$ cat src/rtl/bird_motion_ctrl.sv
// Bird motion controller: turns flap taps and frame ticks into the
// trajectory-lookup index, combines the lookup offset with the row latched at
// the last tap, and tracks the bird life cycle (IDLE / FLY / FALL / DEAD).
module bird_motion_ctrl #(
  parameter int Y_START = 240,
  parameter int Y_TOP   = 0,
  parameter int Y_FLOOR = 400,
  parameter int TAP_SAT = 127
) (
  input  logic               clk,
  input  logic               rst_n,
  input  logic               frame_tick,
  input  logic               tap_btn,
  input  logic               game_start,
  input  logic               collide,
  input  logic signed [12:0] bird_go_up,
  output logic        [12:0] bird_tap_time,
  output logic        [9:0]  bird_y,
  output logic        [1:0]  bird_state,
  output logic               ground_hit
);

  typedef enum logic [1:0] {
    ST_IDLE = 2'd0,
    ST_FLY  = 2'd1,
    ST_FALL = 2'd2,
    ST_DEAD = 2'd3
  } state_t;

  localparam logic        [9:0]  Y_START_C = 10'(Y_START);
  localparam logic        [9:0]  Y_TOP_C   = 10'(Y_TOP);
  localparam logic        [9:0]  Y_FLOOR_C = 10'(Y_FLOOR);
  localparam logic signed [12:0] Y_TOP_S   = 13'(Y_TOP);
  localparam logic signed [12:0] Y_FLOOR_S = 13'(Y_FLOOR);
  localparam logic        [12:0] TAP_SAT_C = 13'(TAP_SAT);

  // Frame counter step that sticks at the saturation value.
  function automatic logic [12:0] sat_inc(input logic [12:0] t);
    logic [12:0] r;
    if (t >= TAP_SAT_C) begin
      r = TAP_SAT_C;
    end else begin
      r = t + 13'd1;
    end
    return r;
  endfunction

  state_t             state_r;
  logic        [12:0] tap_time_r;
  logic        [9:0]  y_r;
  logic        [9:0]  base_y_r;
  logic               ground_hit_r;
  logic               sync1_r;
  logic               sync2_r;
  logic               sync2_d_r;

  logic               tap_ev_s;
  logic signed [12:0] y_calc_s;
  logic        [9:0]  y_clamp_s;
  logic               floor_s;
  logic        [12:0] tap_next_s;

  // One accepted tap per rising edge of the synchronized button level.
  assign tap_ev_s = sync2_r & ~sync2_d_r;

  // Row from the latched base and lookup offset, clamped to ceiling and floor.
  always_comb begin
    y_calc_s  = $signed({3'b000, base_y_r}) - bird_go_up;
    y_clamp_s = y_calc_s[9:0];
    floor_s   = 1'b0;
    if (y_calc_s < Y_TOP_S) begin
      y_clamp_s = Y_TOP_C;
    end else if (y_calc_s >= Y_FLOOR_S) begin
      y_clamp_s = Y_FLOOR_C;
      floor_s   = 1'b1;
    end else begin
      y_clamp_s = y_calc_s[9:0];
    end
  end

  // Next frame index while airborne: a tap restarts it, else a tick advances it.
  always_comb begin
    tap_next_s = tap_time_r;
    if (tap_ev_s && (state_r == ST_FLY)) begin
      tap_next_s = 13'd1;
    end else if (frame_tick) begin
      tap_next_s = sat_inc(tap_time_r);
    end else begin
      tap_next_s = tap_time_r;
    end
  end

  // Button synchronizer, life-cycle FSM and all registered outputs.
  always_ff @(posedge clk or negedge rst_n) begin
    if (!rst_n) begin
      sync1_r      <= 1'b0;
      sync2_r      <= 1'b0;
      sync2_d_r    <= 1'b0;
      state_r      <= ST_IDLE;
      tap_time_r   <= 13'd0;
      y_r          <= Y_START_C;
      base_y_r     <= Y_START_C;
      ground_hit_r <= 1'b0;
    end else begin
      sync1_r      <= tap_btn;
      sync2_r      <= sync1_r;
      sync2_d_r    <= sync2_r;
      ground_hit_r <= 1'b0;
      case (state_r)
        ST_IDLE: begin
          tap_time_r <= 13'd0;
          y_r        <= Y_START_C;
          if (tap_ev_s) begin
            base_y_r   <= y_r;
            tap_time_r <= 13'd1;
            state_r    <= ST_FLY;
          end else begin
            state_r    <= ST_IDLE;
          end
        end
        ST_FLY: begin
          y_r <= y_clamp_s;
          if (floor_s) begin
            // Landing beats a same-cycle tap or collision; index stays put.
            state_r      <= ST_DEAD;
            ground_hit_r <= 1'b1;
          end else begin
            if (tap_ev_s) begin
              base_y_r <= y_r;
            end else begin
              base_y_r <= base_y_r;
            end
            tap_time_r <= tap_next_s;
            if (collide) begin
              state_r <= ST_FALL;
            end else begin
              state_r <= ST_FLY;
            end
          end
        end
        ST_FALL: begin
          y_r <= y_clamp_s;
          if (floor_s) begin
            state_r      <= ST_DEAD;
            ground_hit_r <= 1'b1;
          end else begin
            tap_time_r <= tap_next_s;
            state_r    <= ST_FALL;
          end
        end
        ST_DEAD: begin
          if (game_start) begin
            state_r    <= ST_IDLE;
            tap_time_r <= 13'd0;
            y_r        <= Y_START_C;
            base_y_r   <= Y_START_C;
          end else begin
            state_r    <= ST_DEAD;
          end
        end
        default: begin
          state_r    <= ST_IDLE;
          tap_time_r <= 13'd0;
          y_r        <= Y_START_C;
          base_y_r   <= Y_START_C;
        end
      endcase
    end
  end

  assign bird_tap_time = tap_time_r;
  assign bird_y        = y_r;
  assign bird_state    = state_r;
  assign ground_hit    = ground_hit_r;

endmodule

$ cat config.mk
export PLATFORM = sky130hd
export DESIGN_NAME = bird_motion_ctrl
export DESIGN_NICKNAME = d
export VERILOG_FILES = /design/src/rtl/bird_motion_ctrl.sv
export SDC_FILE = /design/constraint.sdc
export NUM_CORES = 1
export LEC_CHECK = 0
export ABC_AREA = 1
export BUFFER_PORTS_ARGS = -buffer_cell sky130_fd_sc_hd__buf_2
export CAP_MARGIN = 5
export CELL_PAD_IN_SITES_DETAIL_PLACEMENT = 0
export CELL_PAD_IN_SITES_GLOBAL_PLACEMENT = 1
export CORE_MARGIN = 2
export CORE_UTILIZATION = 45
export CTS_BUF_LIST = sky130_fd_sc_hd__clkbuf_4 sky130_fd_sc_hd__clkbuf_8
export CTS_CLUSTER_DIAMETER = 30
export CTS_CLUSTER_SIZE = 24
export DETAILED_ROUTE_END_ITERATION = 10
export PLACE_DENSITY_LB_ADDON = 0.1
export SYNTH_ARGS = -nofsm -noshare
export SYNTH_HDL_FRONTEND = slang
export SYNTH_SLANG_ARGS = --single-unit
export TNS_END_PERCENT = 50
$ cat constraint.sdc
create_clock -name clk -period 4.6 [get_ports clk]
set_input_delay 0.92 -clock clk [delete_from_list [all_inputs] [get_ports clk]]
set_output_delay 0.92 -clock clk [all_outputs]
set_load 0.1 [all_outputs]
# --- After elaboration in Yosys (flattened, before gate mapping) ---
# Index checks and enable logic that the tools add are counted.
totals:
  input_bits: 19
  regBits: 39
  out_inout_bits: 26
  word_cells: 52
classes:
  add_sub_neg: 2
  mux: 24
  magnitude_cmp: 3
  reduce_logical: 6
  eq_ne: 7
  n_bitwise: 2
op_table:
  columns: ["op", "count"]
  rows:
  - ["two-way mux 13 bit", 5]
  - ["one-hot mux 10 bit (3 select lines)", 2]
  - ["two-way mux 10 bit", 5]
  - ["one-hot mux 13 bit (3 select lines)", 1]
  - ["adder 13 x 1 -> 13 bit, second input constant", 1]
  - [">= comparator 13 x 10 -> 1 bit, second input constant", 1]
  - [">= comparator 13 x 7 -> 1 bit, second input constant", 1]
  - ["< comparator 13 x 1 -> 1 bit, second input constant", 1]
  - ["subtractor 11 x 13 -> 13 bit", 1]
  - ["one-hot mux 2 bit (4 select lines)", 1]
  - ["two-way mux 1 bit", 7]
  - ["two-way mux 2 bit", 3]
  - ["!= test 2 bit, second input constant", 3]
  - ["AND reduction 3 bit", 2]
  - ["equality test 2 bit, second input constant", 2]
  - ["!= test 3 x 1 -> 1 bit, second input constant", 1]
  - ["nonzero test 3 bit", 1]
  - ["equality test 2 x 1 -> 1 bit, second input constant", 1]
  - ["logical NOT 2 bit", 1]
  - ["OR reduction 2 bit", 1]
  - ["bitwise AND 1 bit", 1]
  - ["logical AND 1 bit", 1]
  - ["NOT 1 bit", 1]

# --- Depth between registers and ports, before layout ---
depth:
  word_depth: 6
  depth_mapped: 17
  mapped_depth_nobuf: 17

# --- Least setup slack after synthesis ---
# No wires, ideal clock.
synth_path:
  path_type: "input to register"
  start: "input bird_go_up[0]"
  end: "register base_y_r[0]"
  path_slack_ns: 1.918
  cell_stages: 15
  setup_time_ns: 0.117
  arrival_ns: 2.565
  n_path_buf: 1
  required_time_ns: 4.483
  cell_sequence: "ha_1 fa_1 inv_1 nand3_1 nand2_2 nand2_1 nand3b_1 nand2_1 nor2_2 nand2_2 nand3_4 nand3_2 buf_6 nand3_1 nand2_1"
synth_between:
  elab_chain_cells: 6
  word_cells_on_any_way: 7
  classes_between: "1 x add/sub; 2 x order compare; 1 x eq/ne; 2 x mux; 1 x reduce/logical"
synth_rtl:
  columns: ["element", "line_no", "rtl"]
  rows:
  - ["from (decl)", "16", "input logic signed [12:0] bird_go_up,"]
  - ["subtractor 11 x 13 -> 13 bit *", "68", "y_calc_s = $signed({3'b000, base_y_r}) - bird_go_up;"]
  - [">= comparator 13 x 10 -> 1 bit", "73", "end else if (y_calc_s >= Y_FLOOR_S) begin"]
  - ["two-way mux 1 bit", "73", null]
  - ["two-way mux 1 bit *", "71", "if (y_calc_s < Y_TOP_S) begin"]
  - ["!= test 2 bit (no line) *", null, null]
  - ["AND reduction 3 bit (no line) *", null, null]
  - ["to (signal assigned)", "114", "base_y_r <= y_r;"]
  - ["to (signal assigned)", "129", "base_y_r <= y_r;"]
  - ["to (signal assigned)", "131", "base_y_r <= base_y_r;"]
  - ["to (decl)", "51", "logic [9:0] base_y_r;"]
# Every way passes the cells marked *; elsewhere a longest branch is shown, timed or not.
# A chain may end at the register's enable or synchronous reset.

# --- Final worst setup path ---
layout_path:
  start: "input bird_go_up[0]"
  end: "register base_y_r[6]"
# The elaborated chain is that of the path after synthesis.

==> results.json <==
{
  "internal_power_mw": 0.862,
  "ctsHtreeMaxLevel": 2,
  "drc": 0,
  "setup_ws_ns": 1.76,
  "cts_made_buffers": 5,
  "worst_pin_slew_ns": 0.849,
  "final_area_um2": 3110,
  "crit_top_cell": "nand2_1",
  "yosysWarningCount": 0,
  "drive_gt1_share_pct": 20.8,
  "post_cts_buffers": 0,
  "maxSlewHeadroom_pct": 43.4,
  "critPathRequiredTime_ns": 4.84,
  "syn_area_um2": 2690,
  "numPortBuffers": 44,
  "synth_area_per_cell_um2": 7.03,
  "clockPowerShare_pct": 17.1,
  "drv_cap": 0,
  "clkSinkCount": 39,
  "synthMuxAreaShare_pct": 0,
  "globalplace.congestion": 0.820,
  "drv_slew": 0,
  "instances_no_fill": 507,
  "critPathLaunchType": "primary input",
  "critPathBufInv": 2,
  "synthAdderAreaFrac_pct": 7.72,
  "grt_first_pass_wirelength_um": 10800,
  "critPathKind": "primary input to flip-flop",
  "synth_xor_area_share_pct": 1.63,
  "endpoint_kind": "flip-flop",
  "place_area_um2": 2990,
  "switching_share_pct": 51.3,
  "cts_tree": "done",
  "synthSimpleGateAreaFrac_pct": 37.1,
  "initial_utilization_pct": 46.0,
  "combPwrFrac_pct": 55.7,
  "crit_slowest_cell": "fa_1",
  "dp_hpwl_um": 5040,
  "max_stage_delay_ns": 0.36,
  "rsz0062_at_grt": "false",
  "ys_seq_elements": 39,
  "holdBufCountCts": 0,
  "worstSetupStartpoint": "bird_go_up[0]",
  "fin_crit_ns": 2.84,
  "min-delay-path-class": "flip-flop to flip-flop",
  "switchingPower_mw": 0.908,
  "drt-pass1-iter-count": 4,
  "rr_worst_depth": 16,
  "endpoint": "base_y_r[6]",
  "critPathArrivalTime_ns": 3.07,
  "post-route-period-util_pct": 61.7,
  "wire_per_inst_um": 12.4,
  "drtIter0Drc": 71,
  "core_um2": 5850,
  "timing.rr.end": "base_y_r[6]",
  "r2r_slack_ns": 2.10,
  "die_w_um": 81.3,
  "power_frac_seq_pct": 27.2,
  "synth_top_family_by_area": "simple AND/OR/NAND/NOR gates",
  "setup_viol": 0,
  "critPathMaxFanout": 12,
  "skew_ns": 0.00507,
  "timing.fmax_mhz": 352,
  "clockRootBuffer": "clkbuf_8",
  "crit_cells": 16,
  "num_antenna_cells": 0,
  "ir_drop_uv": 491,
  "power_density_nw_per_um2": 569,
  "path_cells": "buf_2 -> ha_1 -> fa_1 -> inv_1 -> nand3_1 -> nand2_2 -> nand2_1 -> nand3b_1 -> nand2_1 -> nor2_2 -> nand2_2 -> nand3_4 -> nand3_2 -> nand2_2 -> nand2_1 -> nand2_1",
  "r2r-start": "base_y_r[0]",
  "drt_wl_total_um": 6280,
  "clk_latency_ns": 0.29,
  "via_per_inst": 4.84,
  "nets": 466,
  "clk_pin_slew_worst_paths_ns": 0.08,
  "cp_top_family": "simple AND/OR/NAND/NOR gates",
  "syn_inst": 383,
  "leakagePower_nw": 1.78,
  "placed_cells": 499,
  "cts_buffer_depth": 2,
  "die_height_um": 81.3,
  "grt_usage_pct": 21.0,
  "overflow": 0,
  "area_growth_pct": 15.6,
  "run_status": "finished, final reports clean",
  "ctsResizeCount": 0,
  "fin_setup_tns_ns": 0,
  "total_power_mw": 1.77,
  "antenna_found_initial": 0,
  "hold_violations": 0,
  "grt_max_degree": 40,
  "pin_count": 45,
  "detail-route-antenna-nets": 0,
  "core.rowCount": 28,
  "syn_nets": 418,
  "grt_pass1_vias": 2462,
  "ys_seq_area_share_pct": 36.6,
  "preCtsSetupSlack_ns": 1.45,
  "ys_types": 35,
  "fp.dieArea_um2": 6620,
  "via_count": 2456,
  "synth_compound_area_share_pct": 5.67
}
-- state kept, by name, indices dropped and copies added (netlist names) --
name / flops
bird_tap_time: 13
base_y_r: 10
bird_y: 10
bird_state: 2
ground_hit: 1
sync1_r: 1
sync2_d_r: 1
sync2_r: 1
-- metrics by stage --
step | utilization [%] | hold WS [ns]
final | 53.2 | 0.377
after floorplan | - | 0.331
after global routing | 53.2 | 0.392
after CTS | 53.2 | 0.380
after detailed placement | 51.1 | 0.348
after global placement | 51.1 | 0.335
-- how the worst min path moves through the flow --
stage / from / end / slack, ns / depth (start not counted)
3_3_place_gp: sync1_r / sync2_r / 0.34 / 0
6_report: sync1_r / sync2_r / 0.38 / 0
3_5_place_dp: sync1_r / sync2_r / 0.35 / 0
5_1_grt: sync1_r / sync2_r / 0.39 / 0
2_1_floorplan: sync1_r / sync2_r / 0.33 / 0
4_1_cts: sync1_r / sync2_r / 0.38 / 0
-- per-layer routing --
metal | vias up | share of wire (%) | track usage, %
li1 | 1281 | - | -
met1 | 1129 | 44 | 25.0
met2 | 37 | 52 | 39.1
met3 | 9 | 2.5 | 2.44
met4 | 0 | 1.7 | 6.27
met5 | - | 0 | 0
-- cells in the mapped netlist, drive strengths merged --
library cell | count | area [um2]
fa | 1 | 20.0
o22ai | 1 | 6.26
nor3 | 1 | 5.00
ha | 15 | 188
nand4 | 7 | 43.8
o21ai | 5 | 25.0
nand2 | 122 | 478
nor2 | 36 | 160
clkbuf | 3 | 11.3
inv | 74 | 280
a21oi | 15 | 78.8
dfstp | 8 | 210
and2 | 1 | 6.26
xnor2 | 3 | 26.3
o21a | 1 | 7.51
a31oi | 2 | 12.5
or2 | 8 | 50.1
a21o | 1 | 7.51
nand3 | 41 | 240
a211oi | 2 | 15.0
xor2 | 2 | 17.5
buf | 1 | 11.3
nand3b | 2 | 15.0
dfrtp | 31 | 776
-- cell families after synthesis --
| family | count (synthesis) |
|---|---|
| AND/OR/NAND/NOR | 218 |
| AO/OA/AOI/OAI | 27 |
| adder cells (fa/ha/maj) | 16 |
| buffers and inverters | 78 |
| flip-flops | 39 |
| XOR/XNOR | 5 |
-- cell type report --
class	instances	area [um2]
fillers	603	2740
multi-input cells	266	1400
flip-flops and latches	39	986
inverters	74	280
repair buffers	45	228
well taps	75	93.8
clock buffers	6	82.6
clock inverters	2	38.8
-- layout by cell type (no fill, tap or decap), types with 3 or more instances in the layout --
| cell | synthesis | final |
|---|---|---|
| nand2_2 | 5 | 5 |
| o21ai_0 | 4 | 4 |
| buf_2 | 0 | 44 |
| a21oi_1 | 14 | 14 |
| ha_1 | 15 | 15 |
| xnor2_1 | 3 | 3 |
| inv_1 | 72 | 72 |
| dfrtp_1 | 31 | 31 |
| nand4_1 | 7 | 7 |
| nand3_1 | 37 | 37 |
| nor2_2 | 10 | 10 |
| or2_2 | 6 | 6 |
| nor2_1 | 26 | 26 |
| clkbuf_8 | 0 | 6 |
| dfstp_2 | 8 | 8 |
| nand2_1 | 116 | 116 |
-- power groups by stage --
stage          Clock, mW  Combinational [mW]  Sequential [mW]
2_1_floorplan          0               0.551            0.730
3_3_place_gp           0               0.982            0.489
3_5_place_dp           0               0.992            0.488
4_1_cts            0.311               0.995            0.482
5_1_grt            0.324                1.10            0.489
6_report           0.302               0.987            0.481
No activity file was read; power rests on OpenSTA's default activity.
